### src/rtl/x_stream_tx.sv
// Ping-pong stream source: host words fill two LENX-word banks and each
// completed bank is replayed in fill order over a valid/ready master port.
module x_stream_tx #(
  parameter int WIDTH  = 8,
  parameter int LENX   = 8,
  parameter int LOGLEN = 3
) (
  input  logic             clk,
  input  logic             reset,
  input  logic [WIDTH-1:0] wr_data,
  input  logic             wr_valid,
  output logic             wr_ready,
  output logic [WIDTH-1:0] m_data_out_x,
  output logic             m_valid_x,
  input  logic             m_ready_x,
  output logic [15:0]      vec_count,
  output logic             busy
);

  // Handshakes: a word moves on a rising edge where valid && ready. Once a
  // master raises valid it holds valid and data stable until that edge.

  localparam logic S_IDLE = 1'b0;
  localparam logic S_SEND = 1'b1;

  localparam int LAST_I = LENX - 1;
  localparam logic [LOGLEN-1:0] LAST_IDX = LAST_I[LOGLEN-1:0];
  localparam logic [LOGLEN:0]   END_RI   = LENX[LOGLEN:0];

  logic [WIDTH-1:0] bank [2][LENX];
  logic [1:0]        full;
  logic              fb;
  logic              tb;
  logic [LOGLEN-1:0] wi;
  logic [LOGLEN:0]   ri;
  logic              state;

  logic             wr_hs;
  logic             wr_last;
  logic             tx_hs;
  logic             tx_last;
  logic             other_ready;
  logic [WIDTH-1:0] other_word0;

  assign wr_ready = !reset && !full[fb];
  assign wr_hs    = wr_valid && wr_ready;
  assign wr_last  = wr_hs && (wi == LAST_IDX);
  assign tx_hs    = (state == S_SEND) && m_valid_x && m_ready_x;
  assign tx_last  = tx_hs && (ri == END_RI);
  assign busy     = full[0] || full[1] || (state == S_SEND);

  // The other bank counts as ready if it completes on this very edge, so a
  // fill finishing together with a transmit still chains without a bubble.
  assign other_ready = full[~tb] || (wr_last && (fb == ~tb));
  assign other_word0 = (wr_hs && (fb == ~tb) && (wi == '0)) ? wr_data : bank[~tb][0];

  always_ff @(posedge clk) begin
    if (wr_hs) begin
      bank[fb][wi] <= wr_data;
    end
  end

  always_ff @(posedge clk or posedge reset) begin
    if (reset) begin
      full         <= '0;
      fb           <= 1'b0;
      wi           <= '0;
      tb           <= 1'b0;
      ri           <= '0;
      state        <= S_IDLE;
      m_data_out_x <= '0;
      m_valid_x    <= 1'b0;
      vec_count    <= '0;
    end else begin
      if (wr_hs) begin
        if (wi == LAST_IDX) begin
          full[fb] <= 1'b1;
          wi       <= '0;
          fb       <= ~fb;
        end else begin
          wi <= wi + 1'b1;
        end
      end

      case (state)
        S_IDLE: begin
          if (full[tb]) begin
            m_data_out_x <= bank[tb][0];
            ri           <= 1;
            m_valid_x    <= 1'b1;
            state        <= S_SEND;
          end
        end
        default: begin
          if (tx_hs) begin
            if (!tx_last) begin
              m_data_out_x <= bank[tb][ri[LOGLEN-1:0]];
              ri           <= ri + 1'b1;
            end else begin
              full[tb]  <= 1'b0;
              tb        <= ~tb;
              vec_count <= vec_count + 1'b1;
              if (other_ready) begin
                m_data_out_x <= other_word0;
                ri           <= 1;
              end else begin
                m_valid_x <= 1'b0;
                ri        <= '0;
                state     <= S_IDLE;
              end
            end
          end
        end
      endcase
    end
  end

endmodule

### config.mk
export PLATFORM = sky130hd
export DESIGN_NAME = x_stream_tx
export DESIGN_NICKNAME = d
export VERILOG_FILES = /design/src/rtl/x_stream_tx.sv
export SDC_FILE = /design/constraint.sdc
export NUM_CORES = 1
export LEC_CHECK = 0
export CORE_UTILIZATION = 41
export CTS_CLUSTER_SIZE = 8
export DETAILED_ROUTE_END_ITERATION = 16
export SLEW_MARGIN = 20
export SYNTH_ARGS = -nofsm -noshare
export SYNTH_HDL_FRONTEND = slang
export SYNTH_SLANG_ARGS = --single-unit
### constraint.sdc
create_clock -name clk -period 5.8 [get_ports clk]
set_clock_uncertainty 0.2 [all_clocks]
set_input_delay 1.16 -clock clk [delete_from_list [all_inputs] [get_ports clk]]
set_output_delay 1.16 -clock clk [all_outputs]
set_load 0.05 [all_outputs]
==> flow_summary.json, run 1 <==
{
  "pwr_density_cell_nw_per_um2": 465,
  "dieHeight_um": 134,
  "worstSetupPathType": "register to output pin",
  "hold_buffers": 0,
  "leakagePower_nw": 2.99,
  "outcome": "finished clean",
  "synth_edf_count": 128,
  "yosys_warnings": 0,
  "antenna_found_initial": 0,
  "vias_per_cell": 5.56,
  "area_delta_synth_final_pct": 17.0,
  "synthesis.instances": 502,
  "synth_compound_area_frac": 0.0694,
  "cap_violations": 0,
  "layout-drive-gt1-share": 0.0973,
  "netlist_area_um2": 7130,
  "placed_area_um2": 7730,
  "whs_ps": 266,
  "arrival_ps": 2580,
  "htree_levels": 4,
  "r2r_cells": 7,
  "finalNetCount": 560,
  "dp_cells": 743,
  "pin_count": 39,
  "drt_iter0_drc": 360,
  "regArea_um2": 4770,
  "gp_congestion": 0.791,
  "design_area_um2": 8340,
  "tns_ps": 0,
  "synth_top_family_by_area": "multiplexers",
  "synth-main-ff-cell": "edfxtp_1",
  "hold_class": "register to register",
  "ys_ff_latch": 165,
  "slew_violations": 0,
  "cp.required_ps": 4440,
  "fin_cells": 775,
  "grt-ovfl-total": 0,
  "place_worst_setup_slack_ps": 1610,
  "synthMuxAreaShare": 0.121,
  "slew_headroom": 0.242,
  "grt_pass1_wl_mm": 24.9,
  "start_kind": "register",
  "fin_util": 0.498,
  "fmax_mhz": 254,
  "ant_nets": 0,
  "multi_input_area_um2": 2210,
  "cts_buffers": 17,
  "die_w_um": 134,
  "synthesis.nets": 520,
  "ys_seq_area_frac": 0.669,
  "grt.total_usage": 0.189,
  "hold_depth": 1,
  "drt_pass1_iterations": 5,
  "core_um2": 16800,
  "antennaDiodeCount": 0,
  "crit_fanout": 12,
  "rows": 47,
  "power_mw": 3.88,
  "insertion_delay_ps": 440,
  "final.period_utilization": 0.679,
  "grt_max_degree": 41,
  "dieArea_um2": 17900,
  "start_util": 0.426,
  "synth_fa_ha_area_frac": 0.0105,
  "synth_simple_gate_area_share": 0.0845,
  "nFillCells": 1437,
  "cts_resized": 0,
  "io_buffers": 38,
  "clkSinkCount": 165,
  "root_buffer": "clkbuf_16",
  "first_global_vias": 4279,
  "tightest_slew_ps": 1130,
  "wl_mm": 16.1,
  "vias": 4307,
  "rsz0062_at_grt": "false",
  "clk_pin_slew_ps": 60,
  "setup-violations-final": 0,
  "synth-async-reset-ratio": 0.224,
  "hold_viol": 0,
  "dp_hpwl_mm": 10.6,
  "clockBufferDepth": 2,
  "endpoint_kind": "output pin",
  "drc": 0,
  "ir_drop_mv": 0.243,
  "setup_slack_ps": 1860,
  "synth_area_per_cell_um2": 14.2,
  "wl_per_cell_um": 20.8,
  "cts_tree": "built",
  "period_minus_slack_ps": 3940,
  "cts_setup_buffers": 0,
  "synth_cell_types": 44,
  "synth_xor_xnor_area_share": 0.0233
}
[flip-flops by register name, summed over array words and instances (netlist names), 2 cells and up]
register and flops:
bank 128, full 2, m_data_out_x 8, ri 4, vec_count 16, wi 3
[layer usage]
metal / wire (µm) / part of all wire / up-vias / global-route usage
met5: 0 / 0 / - / 0
li1: - / - / 1988 / -
met1: 7600 / 0.47 / 2154 / 0.260
met2: 7420 / 0.46 / 145 / 0.289
met3: 909 / 0.056 / 20 / 0.0540
met4: 166 / 0.010 / 0 / 0.0606
[Yosys cell counts (3+ instances only)]
cell         n  share of area
a211oi_1     4         0.0042
a21oi_1      8         0.0056
a22oi_1     26          0.027
buf_2       12         0.0084
clkbuf_1    10         0.0053
dfrtp_1     37           0.13
edfxtp_1   128           0.54
ha_1         6          0.011
inv_1       12         0.0063
mux2_2       8          0.013
mux2i_1     75           0.11
nand2_1     25          0.013
nand2b_1     3         0.0026
nand3_1     15          0.011
nand4_1      7         0.0061
nor2_1      37          0.019
nor2b_1      6         0.0053
nor3_1       9         0.0063
o2111ai_1    3         0.0037
o21ai_0     11         0.0077
o32a_1       7         0.0098
or3_1        9         0.0079
xnor2_1     12          0.015
xor2_1       7         0.0086
[final timing paths]
check	slack, ps	from	endpoint
max	1860	fb	wr_ready
max reg2reg	2590	ri[0]	m_data_out_x[2]
max in group asynchronous	4020	reset	tb
min	270	vec_count[15]	vec_count[15]
min in group asynchronous	1000	reset	vec_count[15]
min reg2reg	270	vec_count[15]	vec_count[15]
[power breakdown]
| group | leakage (nW) | switching [mW] | internal (mW) |
|---|---|---|---|
| logic | 1.09 | 0.720 | 0.464 |
| registers | 1.61 | 0.166 | 1.37 |
| clock network | 0.291 | 0.476 | 0.682 |
| total | 2.99 | 1.36 | 2.52 |
[layout make-up]
| type | instances | share of cell area |
|---|---|---|
| well taps | 220 | 0.0330 |
| flip-flops and latches | 165 | 0.572 |
| multi-input cells | 301 | 0.265 |
| clock inverters | 14 | 0.0210 |
| repair buffers | 45 | 0.0519 |
| clock buffers | 18 | 0.0514 |
| inverters | 12 | 0.00540 |
[kinds of logic after synthesis]
logic type	Yosys count
AO/OA/AOI/OAI	69
AND/OR/NAND/NOR	123
adder cells (fa/ha/maj)	6
flip-flops	165
XOR/XNOR	19
multiplexers	84
buffers and inverters	36
[layout by cell type, fill, tap and decap left out, types with 7 or more instances in the layout]
cell type and instances:
a21oi_1 8, or3_1 9, nor3_1 7, nand3_1 15, o32a_1 7, mux2i_1 75, a22oi_1 26, dfrtp_1 36
nand2_1 25, xor2_1 7, buf_4 7, clkdlybuf4s50_1 38, clkbuf_16 17, inv_1 12, mux2_2 8, o21ai_0 11
nor2_1 37, nand4_1 7, edfxtp_1 128, xnor2_1 12
[worst max-delay path: stages (launching register included)]
cell,delay [ps]
dfrtp_1,710
mux2i_4,470
and2_1,180
clkdlybuf4s50_1,790
(Power assumes the default switching activity.)
==> inputs of run 2 (changes only) <==
Clock period 5.8 ns to 3.8 ns, I/O delays scaled along.
==> run 2 against run 1 <==
  * Worst setup slack got worse by 1200 ps
  * Hold slack worse by 2.7 ps
  * Utilization rose by 0.93 points
  * Sequential cell count unchanged
  * Register-to-register slack worse by 1700 ps
  * Critical path type unchanged
  * Critical endpoint is now busy
  * Highest routed layer unchanged
==> flow_summary.json, run 2 (synthesized netlist as in run 1, its figures left out) <==
{
  "finalNetCount": 581,
  "htree_levels": 4,
  "antennaDiodeCount": 0,
  "drt_iter0_drc": 299,
  "dieHeight_um": 134,
  "dieArea_um2": 17900,
  "insertion_delay_ps": 430,
  "slew_violations": 0,
  "start_util": 0.426,
  "grt_pass1_wl_mm": 24.6,
  "tightest_slew_ps": 845,
  "first_global_vias": 4287,
  "grt.total_usage": 0.189,
  "hold_buffers": 0,
  "crit_fanout": 15,
  "regArea_um2": 4770,
  "period_minus_slack_ps": 3150,
  "outcome": "finished clean",
  "hold_depth": 1,
  "die_w_um": 134,
  "cts_setup_buffers": 0,
  "top_register": "bank",
  "dp_cells": 764,
  "cts_resized": 0,
  "wl_mm": 15.9,
  "antenna_found_initial": 0,
  "pin_count": 39,
  "ir_drop_mv": 0.359,
  "core_um2": 16800,
  "drt_pass1_iterations": 4,
  "tns_ps": 0,
  "root_buffer": "clkbuf_16",
  "cp.required_ps": 2840,
  "drc": 0,
  "rsz0062_at_grt": "false",
  "dp_hpwl_mm": 10.7,
  "final.period_utilization": 0.830,
  "fmax_mhz": 317,
  "r2r_slack_ps": 940,
  "clk_pin_slew_ps": 70,
  "fin_cells": 796,
  "clkSinkCount": 165,
  "gp_congestion": 0.781,
  "cts_tree": "built",
  "start_kind": "register",
  "largest_reg_flops": 128,
  "worstReg2RegEnd": "m_data_out_x[0]",
  "endpoint_kind": "output pin",
  "cts_buffers": 17,
  "mostFrequentLayoutCell": "edfxtp_1",
  "vias": 4323,
  "final_cell_mix": "edfxtp_1 (128), mux2i_1 (75), nor2_1 (37), clkdlybuf4s50_1 (37), dfrtp_1 (36)",
  "arrival_ps": 2190,
  "multi_input_area_um2": 2200,
  "layout-drive-gt1-share": 0.132,
  "slew_headroom": 0.435,
  "wl_per_cell_um": 19.9,
  "leakagePower_nw": 3.10,
  "clockBufferDepth": 2,
  "io_buffers": 38,
  "grt_max_degree": 42,
  "setup-violations-final": 0,
  "vias_per_cell": 5.43,
  "rows": 47,
  "nFillCells": 1391,
  "grt-ovfl-total": 0,
  "hold_viol": 0,
  "hp-start": "vec_count[15]",
  "whs_endpoint": "vec_count[15]",
  "cap_violations": 0,
  "pwr_density_cell_nw_per_um2": 690,
  "crit-reg2reg-launch": "ri[0]",
  "worstSetupPathType": "register to output pin",
  "area_delta_synth_final_pct": 19.2,
  "r2r_cells": 8,
  "ant_nets": 0,
  "reg_top3": "bank (128), vec_count (16), m_data_out_x (8)",
  "hold_class": "register to register"
}
run 2: changes by cell type in the layout (fill, tap and decap cells not counted):
cell             change
buf_12               +2
buf_4               +20
clkdlybuf4s50_1      -1
nor3_2               -2
inv_6                -1
inv_8                +4
clkinv_1             -1
bufinv_16            -3
clkinv_8             +4
nor3_1               +2
clkbuf_1             -1
clkinv_4             -2
run 2: area by class of cell:
class                      instances  share of cell area
sequential                       165               0.562
multi-input combinational        301               0.259
timing repair buffer              66              0.0721
clock buffer                      17              0.0500
tap                              220              0.0324
inverter                          12             0.00530
clock inverter                    15              0.0194
run 2: critical path, cell delays in order, from the launching register on:
cell             delay [ps]
dfrtp_1                 580
or3_1                   470
clkdlybuf4s50_1         710
run 2: where the power goes:
| group | total, mW | switching (mW) | internal, mW |
|---|---|---|---|
| Combinational | 1.82 | 1.06 | 0.761 |
| Clock | 1.68 | 0.795 | 0.880 |
| Sequential | 2.36 | 0.277 | 2.09 |
run 2: per-layer routing:
layer  wire length (µm)  GRT usage
met4                433     0.0840
met3                907     0.0454
met2               6960      0.275
met1               7570      0.268
met5                  0          0
run 2: how the worst max path moves through the flow:
stage | slack [ps] | depth (start not counted) | start | to
floorplan | 740 | 2 | reset | wr_ready
global placement | 560 | 7 | wr_valid | m_data_out_x[4]
detailed placement | 540 | 7 | wr_valid | m_data_out_x[7]
CTS | 620 | 2 | state | busy
global route | 570 | 2 | state | busy
finish | 650 | 2 | state | busy
run 2: metrics by stage:
stage | hold WS (ps) | util | total power, mW | setup slack [ps] | instance area, µm²
floorplan | 297 | - | 3.60 | 743 | 7130
global route | 283 | 0.507 | 6.13 | 569 | 8500
global placement | 257 | 0.472 | 4.19 | 562 | 7910
detailed placement | 259 | 0.472 | 4.21 | 539 | 7910
finish | 264 | 0.507 | 5.86 | 647 | 8500
CTS | 270 | 0.507 | 5.89 | 622 | 8500
